<file path="src/rtl/demux_pkg.sv">
// ----------------------------------------------------------------------------
// demux_pkg
// Shared types, constants and helpers for the demux_stream_ctrl slice.
//   state_t    : holding-stage occupancy (EMPTY / FULL)
//   MODE_ADDR  : destination taken from the in_sel field
//   MODE_RR    : destination taken from the round-robin pointer
//   onehot()   : select index -> one-hot vector (MAX_OUT bits wide; callers
//                truncate to their own channel count)
// ----------------------------------------------------------------------------
package demux_pkg;

   localparam int MAX_OUT   = 16;
   localparam int SEL_MAX_W = 4;

   localparam logic MODE_ADDR = 1'b0;
   localparam logic MODE_RR   = 1'b1;

   typedef enum logic {
      EMPTY = 1'b0,
      FULL  = 1'b1
   } state_t;

   // Decodes a channel index into a one-hot vector sized for the widest
   // supported demux, so a single helper serves every N_OUT.
   function automatic logic [MAX_OUT-1:0] onehot(input logic [SEL_MAX_W-1:0] sel);
      return MAX_OUT'(1) << sel;
   endfunction

endpackage

</file>
<file path="src/rtl/demux_stream_ctrl_rr_pointer.sv">
// ----------------------------------------------------------------------------
// rr_pointer
// Mod-N_OUT wrapping counter used as the round-robin destination pointer.
//   clk       : clock, rising edge
//   rst       : synchronous active-high reset, pointer returns to 0
//   i_advance : step the pointer by one on this edge
//   o_ptr     : current pointer value (registered)
// ----------------------------------------------------------------------------
module rr_pointer #(
   parameter int N_OUT = 4,
   parameter int SELW  = $clog2(N_OUT)
) (
   input  logic            clk,
   input  logic            rst,
   input  logic            i_advance,
   output logic [SELW-1:0] o_ptr
);

   logic [SELW-1:0] r_ptr;

   // The pointer only moves when asked; it wraps explicitly at N_OUT-1 so a
   // non-power-of-two channel count never produces an unused index.
   always_ff @(posedge clk) begin
      if (rst) begin
         r_ptr <= '0;
      end else if (i_advance) begin
         if (r_ptr == SELW'(N_OUT - 1)) begin
            r_ptr <= '0;
         end else begin
            r_ptr <= r_ptr + SELW'(1);
         end
      end
   end

   assign o_ptr = r_ptr;

endmodule

</file>
<file path="src/rtl/demux_stream_ctrl.sv">
// ----------------------------------------------------------------------------
// demux_stream_ctrl
// 1-to-N_OUT stream demultiplexer with a single registered holding stage.
// Each accepted beat is steered to one channel, chosen either from in_sel
// (addressed mode) or from a round-robin pointer.
//   clk, rst   : clock and synchronous active-high reset
//   in_valid   : producer has a beat
//   in_ready   : beat accepted this cycle (combinational from out_ready)
//   in_data    : beat payload
//   in_sel     : destination index in addressed mode
//   mode       : 0 = addressed, 1 = round-robin
//   out_valid  : one-hot per-channel valid
//   out_data   : payload shared by all channels
//   out_ready  : per-channel ready
//   cur_sel    : destination of the held beat (0 when empty)
//   rr_ptr     : next round-robin destination
//   err_cnt    : saturating count of beats dropped for an illegal in_sel
// ----------------------------------------------------------------------------
module demux_stream_ctrl
   import demux_pkg::*;
#(
   parameter int N_OUT = 4,
   parameter int DW    = 8,
   parameter int SELW  = $clog2(N_OUT)
) (
   input  logic             clk,
   input  logic             rst,
   input  logic             in_valid,
   output logic             in_ready,
   input  logic [DW-1:0]    in_data,
   input  logic [SELW-1:0]  in_sel,
   input  logic             mode,
   output logic [N_OUT-1:0] out_valid,
   output logic [DW-1:0]    out_data,
   input  logic [N_OUT-1:0] out_ready,
   output logic [SELW-1:0]  cur_sel,
   output logic [SELW-1:0]  rr_ptr,
   output logic [7:0]       err_cnt
);

   state_t           r_state;
   logic [SELW-1:0]  r_curSel;
   logic [DW-1:0]    r_data;
   logic [N_OUT-1:0] r_outValid;
   logic [7:0]       r_errCnt;

   logic             w_outXfer;
   logic             w_inReady;
   logic             w_accept;
   logic             w_illegal;
   logic             w_load;
   logic             w_rrAdvance;
   logic [SELW-1:0]  w_rrPtr;
   logic [SELW-1:0]  w_dest;
   logic [N_OUT-1:0] w_destOh;

   // Handshake and destination decode. Because out_valid is one-hot on the
   // held destination, ANDing it with out_ready picks out exactly the selected
   // channel's ready and ignores every other consumer.
   always_comb begin
      w_outXfer   = |(r_outValid & out_ready);
      w_inReady   = (r_state == EMPTY) || w_outXfer;
      w_accept    = in_valid && w_inReady;
      w_illegal   = (mode == MODE_ADDR) && (32'(in_sel) >= N_OUT);
      w_load      = w_accept && !w_illegal;
      w_rrAdvance = w_accept && (mode == MODE_RR);
      w_dest      = (mode == MODE_RR) ? w_rrPtr : in_sel;
      w_destOh    = N_OUT'(onehot(SEL_MAX_W'(w_dest)));
   end

   rr_pointer #(
      .N_OUT (N_OUT),
      .SELW  (SELW)
   ) u_rrPointer (
      .clk       (clk),
      .rst       (rst),
      .i_advance (w_rrAdvance),
      .o_ptr     (w_rrPtr)
   );

   // Holding-stage FSM. A fresh load wins over a drain, which gives
   // back-to-back reloads (including a change of destination) with no empty
   // bubble. A beat with an illegal select is taken off the producer but never
   // loaded, so the state then behaves exactly as if nothing had arrived.
   always_ff @(posedge clk) begin
      if (rst) begin
         r_state    <= EMPTY;
         r_curSel   <= '0;
         r_data     <= '0;
         r_outValid <= '0;
      end else if (w_load) begin
         r_state    <= FULL;
         r_curSel   <= w_dest;
         r_data     <= in_data;
         r_outValid <= w_destOh;
      end else if (w_outXfer) begin
         r_state    <= EMPTY;
         r_curSel   <= '0;
         r_data     <= '0;
         r_outValid <= '0;
      end
   end

   // Dropped-beat counter; sticks at 255 rather than wrapping so a long
   // storm of bad selects is still visible afterwards.
   always_ff @(posedge clk) begin
      if (rst) begin
         r_errCnt <= '0;
      end else if (w_accept && w_illegal && (r_errCnt != 8'hFF)) begin
         r_errCnt <= r_errCnt + 8'd1;
      end
   end

   assign in_ready  = w_inReady;
   assign out_valid = r_outValid;
   assign out_data  = r_data;
   assign cur_sel   = r_curSel;
   assign rr_ptr    = w_rrPtr;
   assign err_cnt   = r_errCnt;

endmodule

</file>
<file path="config.mk">
export PLATFORM = sky130hd
export DESIGN_NAME = demux_stream_ctrl
export DESIGN_NICKNAME = d
export VERILOG_FILES = /design/src/rtl/demux_pkg.sv /design/src/rtl/demux_stream_ctrl_rr_pointer.sv /design/src/rtl/demux_stream_ctrl.sv
export SDC_FILE = /design/constraint.sdc
export NUM_CORES = 1
export LEC_CHECK = 0
export BUFFER_PORTS_ARGS = -buffer_cell sky130_fd_sc_hd__buf_4
export CAP_MARGIN = 40
export CORE_MARGIN = 5
export CORE_UTILIZATION = 43
export DETAILED_ROUTE_END_ITERATION = 16
export PLACE_DENSITY = 0.79
export SLEW_MARGIN = 15
export SYNTH_ARGS = -nofsm -noshare
export SYNTH_HDL_FRONTEND = slang
export SYNTH_SLANG_ARGS = --single-unit
</file>
<file path="constraint.sdc">
create_clock -name clk -period 1.3 [get_ports clk]
set_input_delay 0.26 -clock clk [delete_from_list [all_inputs] [get_ports clk]]
set_output_delay 0.26 -clock clk [all_outputs]
set_load 0.02 [all_outputs]
</file>
=== After elaboration in Yosys (flattened, before gate mapping) ===
Index checks and enable logic that the tools add are counted.

* Add/sub/neg operators: 1
* Bitwise operators: 2
* Eq/ne operators: 1
* Muxes and demuxes: 10
* Shift operators: 1
* Reductions and logical operators: 5

{| class="wikitable"
|+ Operators with widths
! operator !! count
|-
| $mux W8 || 2
|-
| $mux W2 || 4
|-
| $mux W4 || 2
|-
| $and A4 B4 Y4 || 1
|-
| $reduce_or A4 Y1 || 1
|-
| $shl A1 B2 Y4 const A || 1
|-
| $add A2 B1 Y2 const B || 1
|-
| $eq A2 B2 Y1 const B || 1
|-
| $logic_and A1 B1 Y1 || 2
|-
| $mux W1 || 2
|-
| $reduce_bool A2 Y1 || 1
|-
| $logic_or A1 B1 Y1 || 1
|-
| $not A1 Y1 || 1
|}

* Flip-flop bits (word level): 17
* Output and inout port bits: 25
* Bits of input ports: 18
* Word-level logic and storage cells: 25

=== Depth between registers and ports, before layout ===
* Word-level depth: 5
* Gate-level depth with buffers: 5
* Mapped depth without buffers: 4

=== Cells and area by module ===
From an unflattened synthesis, not the netlist that was laid out.

* Cell total of the unflattened synthesis: 61
* Area, all modules: 752.0 µm²

{| class="wikitable"
|+ Modules (own cells, without submodules)
! module !! instances !! area each (µm²) !! sequential area each (µm²) !! cells each
|-
| demux_stream_ctrl || 1 || 665.6 || 300.3 || 53
|-
| rr_pointer || 1 || 86.3 || 40.0 || 8
|}

=== Least setup slack after synthesis ===
Ideal clock, no wire load.

* Path kind: reg-to-reg
* Start: register r_outValid[2], in the netlist out_valid[2]
* End: register u_rrPointer.r_ptr[0], in the netlist u_rrPointer.o_ptr[0]
* Arrival: 1158 ps
* Period minus slack after synthesis: 1286 ps
* Data required time: 1172 ps
* Buffers on the path: 0
* Cell stages (with the launch flop): 5
* Slack: 14 ps
* Path through: dfxtp_1 -> a22oi_4 -> a31oi_1 -> mux2i_1 -> nor2_1

* Cells in the longest elaborated chain, start to end: 5

{| class="wikitable"
|+ RTL lines
! element !! RTL line !! text
|-
| start: declaration || demux_stream_ctrl.sv:44 || <nowiki>logic [N_OUT-1:0] r_outValid;</nowiki>
|-
| start signal: assignment || demux_stream_ctrl.sv:95 || <nowiki>r_outValid <= w_destOh;</nowiki>
|-
| $and A4 B4 Y4 || demux_stream_ctrl.sv:61 || <nowiki>w_outXfer = |(r_outValid & out_ready);</nowiki>
|-
| $reduce_or A4 Y1 || demux_stream_ctrl.sv:61 ||
|-
| $logic_or A1 B1 Y1 || demux_stream_ctrl.sv:62 || <nowiki>w_inReady = (r_state == EMPTY) || w_outXfer;</nowiki>
|-
| $logic_and A1 B1 Y1 || demux_stream_ctrl.sv:63 || <nowiki>w_accept = in_valid && w_inReady;</nowiki>
|-
| $logic_and A1 B1 Y1 || demux_stream_ctrl.sv:66 || <nowiki>w_rrAdvance = w_accept && (mode == MODE_RR);</nowiki>
|-
| end signal: assignment || demux_stream_ctrl_rr_pointer.sv:30 || <nowiki>r_ptr <= r_ptr + SELW'(1);</nowiki>
|-
| end: declaration || demux_stream_ctrl_rr_pointer.sv:19 || <nowiki>logic [SELW-1:0] r_ptr;</nowiki>
|}

Every way passes these cells.
A chain may end at the register's enable or synchronous reset.

=== Worst setup path in the final report ===
* Start: register r_outValid[2], in the netlist out_valid[2]
* End: output port in_ready

* Cells in the longest elaborated chain, start to end: 3

{| class="wikitable"
|+ RTL lines
! element !! RTL line !! text
|-
| $and A4 B4 Y4 || demux_stream_ctrl.sv:61 ||
|-
| $reduce_or A4 Y1 || demux_stream_ctrl.sv:61 ||
|-
| $logic_or A1 B1 Y1 || demux_stream_ctrl.sv:62 ||
|-
| end: declaration || demux_stream_ctrl.sv:29 || <nowiki>output logic in_ready,</nowiki>
|}

Every way passes these cells.

==> metrics.txt <==
sum of negative setup slack=-0.04595 ns; skew final=approximately 0.0048 ns; violations in the final reports=setup timing; Worst setup SP type=flip-flop; worst stage delay on the critical path=0.34 ns; via count of the first global-routing pass=720; Lkg Pwr=0.5388 nW; number of CTS-inserted buffers=3; cell area reported after detailed placement=1023 µm²; overall die height=~53 µm; H-tree depth=1; Peak VDD IR=about 0.63 mV; Root Buffer=sky130_fd_sc_hd__clkbuf_4; critical path data arrival time=between 1 and 1.5 ns; tightest hold margin=0.2045 ns; cts hold-fix bufs=0; post-route design area=1120 µm²; wire length of the first global-routing pass=3.056 mm; dpl cells=132; type of the most critical hold path=in2reg; setup violators final=1; initial cell density of the core=0.4574; Most used DFF post-synth=sky130_fd_sc_hd__dfxtp_1; kind of end point of the critical path=primary output; unrepaired setup endpoints after global routing=yes; Yosys warnings=0; Bufs on Longest Clock Path=2; number of antenna violations at the first check in global routing=0; Congestion Overflow GR=0; sequential-to-total area share from yosys stat=0.4217; area enclosed by the die boundary=2843 µm²; Vias=726; Period minus WS final=approximately 1.3 ns; cell family with the largest share of critical-path delay=flip-flops; mean cell area of the mapped netlist=10.35 µm²; most used cells in the layout excluding fill and tap cells=sky130_fd_sc_hd__buf_4 (37), sky130_fd_sc_hd__nor2_1 (17), sky130_fd_sc_hd__dfxtp_1 (13), sky130_fd_sc_hd__a22oi_1 (9), sky130_fd_sc_hd__conb_1 (8); R2R Path End=out_valid[3]; final worst setup slack=-0.04595 ns; run status=finished, violations left; cell count after synthesis=78; pins over their slew limit=0; endpoint of the most critical setup path=in_ready; insertion delay to the later sink of the worst-skew pair=0.29 ns; area of the mapped netlist=between 800 and 900 µm²; average wire per standard cell=around 13 µm; crit path launch=out_valid[2]; share of the cycle needed by the critical path after routing=1.035; total length of routed wires=roughly 1.9 mm; signed area change from the synthesized netlist to the final layout=38.76%; register-to-register setup slack=approximately 0.010 ns; number of primary I/O pins=43; critical path depth in cells=3; worst path required time=between 1 and 1.5 ns; GPL Wtd Cong=0.6867; register bit total from synthesis=17; crit path max fanout=2; number of hold violations in the final report=0; most common library cell in the layout ignoring fill and taps=sky130_fd_sc_hd__buf_4; overall power of the completed layout=about 1.2 mW; post-route antenna net violation count=0; Synth cell types=23; cells along the critical path=a22oi_4, nand3_2, buf_6; Buffers on Ports=34; number of cells traversed by the worst hold path=3; Layout Cells excl Fill=about 140; pin count of the biggest net entering global routing=18; area inside the core boundary=1764 µm²; cell with the largest stage delay on the worst path=sky130_fd_sc_hd__dfxtp_2; category of the critical setup timing path=reg2out; count of flip-flops with a built-in enable after synthesis=0; critical register-to-register path startpoint=out_valid[1]; TritonCTS clock tree=yes; TritonCTS Sinks=17; horizontal die dimension=between 50 and 60 µm; DRC violation count after routing=0; max-cap viol count=0; Post-layout nets=136; vias per cell=5.149; depth of the most critical reg-to-reg path=6; DRC marker count from the first detailed-route iteration=8; Power Dens Cells=1038 nW/µm²; HPWL after detailed placement=1.407 mm; critical path buffer and inverter count=1; highest attainable clock frequency=743.0 MHz; diodes inserted=0; placement row count=15; Clk pin slew, worst setup/hold paths=0.10 ns; share of cells above drive strength 1=0.4741; async set or reset register ratio after synthesis=0; number of fill cells=161; total routing usage reported by global routing=0.1461; number of detailed-route iterations in the first pass=5
cell usage after synthesis, types with 2 or more instances:
cell type | instances | share of area
sky130_fd_sc_hd__mux2_2 | 2 | 0.028
sky130_fd_sc_hd__a22oi_1 | 9 | 0.084
sky130_fd_sc_hd__buf_4 | 8 | 0.074
sky130_fd_sc_hd__a32oi_1 | 4 | 0.043
sky130_fd_sc_hd__a22oi_4 | 2 | 0.053
sky130_fd_sc_hd__nor2_1 | 17 | 0.079
sky130_fd_sc_hd__mux2i_1 | 4 | 0.050
sky130_fd_sc_hd__dfxtp_1 | 17 | 0.42
state kept, by name (all words and copies together), names as in the netlist:
register / cells
u_rrPointer.o_ptr: 2
r_state: 1
cur_sel: 2
out_data: 8
out_valid: 4
worst min-delay path: stages:
cell,delay (ns)
sky130_fd_sc_hd__buf_4,0.07
sky130_fd_sc_hd__a22oi_1,0.05
sky130_fd_sc_hd__nor2_1,0.07
power by group:
group | switching [mW] | leakage [nW] | internal (mW)
sequential | 0.0252 | 0.141 | 0.550
combinational | 0.162 | 0.383 | 0.144
clock | 0.162 | 0.0150 | 0.119
total | 0.349 | 0.539 | 0.813
cell families (layout without fill, tap and decap cells):
family | count (synthesis) | after routing | synth area share
flip-flops | 17 | 17 | 0.4217
multiplexers | 6 | 6 | 0.07752
buffers and inverters | 14 | 45 | 0.1333
other | 1 | 8 | 0.004647
AND/OR/NAND/NOR | 19 | 19 | 0.08991
AO/OA/AOI/OAI | 20 | 20 | 0.2574
adder cells (fa/ha/maj) | 1 | 1 | 0.01550
repair_timing:
item / 4_1_cts / 5_1_grt
buffers inserted: 5 / 0
pin swaps: 3 / 3
gates cloned: 0 / 0
gates resized for setup: 5 / 3
setup endpoints to repair: 1 / 16
layout make-up:
cell class	count	area, µm²	area share
repair buffers	40	320.3	0.2860
inverters	1	3.754	0.003352
multi-input cells	54	390.4	0.3486
flip-flops and latches	17	347.8	0.3106
well taps	25	31.28	0.02793
clock buffers	4	26.28	0.02346
worst min path at each step:
stage	to	from
after floorplan	out_data[6]	in_data[6]
after detailed placement	out_data[4]	in_data[4]
after CTS	out_data[0]	in_data[0]
after global routing	out_data[6]	in_data[6]
final	out_data[0]	in_data[0]
after global placement	out_data[5]	out_data[5]
through the flow:
| stage | setup slack, ns | util |
|---|---|---|
| CTS | -0.06620 | 0.6312 |
| floorplan | 0.01445 | - |
| finish | -0.04595 | 0.6348 |
| detailed placement | 0.01848 | 0.5801 |
| global placement | 0.04321 | 0.5801 |
| global route | -0.08247 | 0.6348 |
per-layer routing:
| metal | part of all wire | wire length [µm] | GRT usage |
|---|---|---|---|
| met5 | 0 | 0 | 0 |
| met4 | 0.0064 | 12 | 0.05106 |
| met3 | 0.11 | 208 | 0.06761 |
| met2 | 0.51 | 959 | 0.2490 |
| met1 | 0.37 | 707 | 0.1562 |
Note: power is estimated with default switching activity, not from simulation.
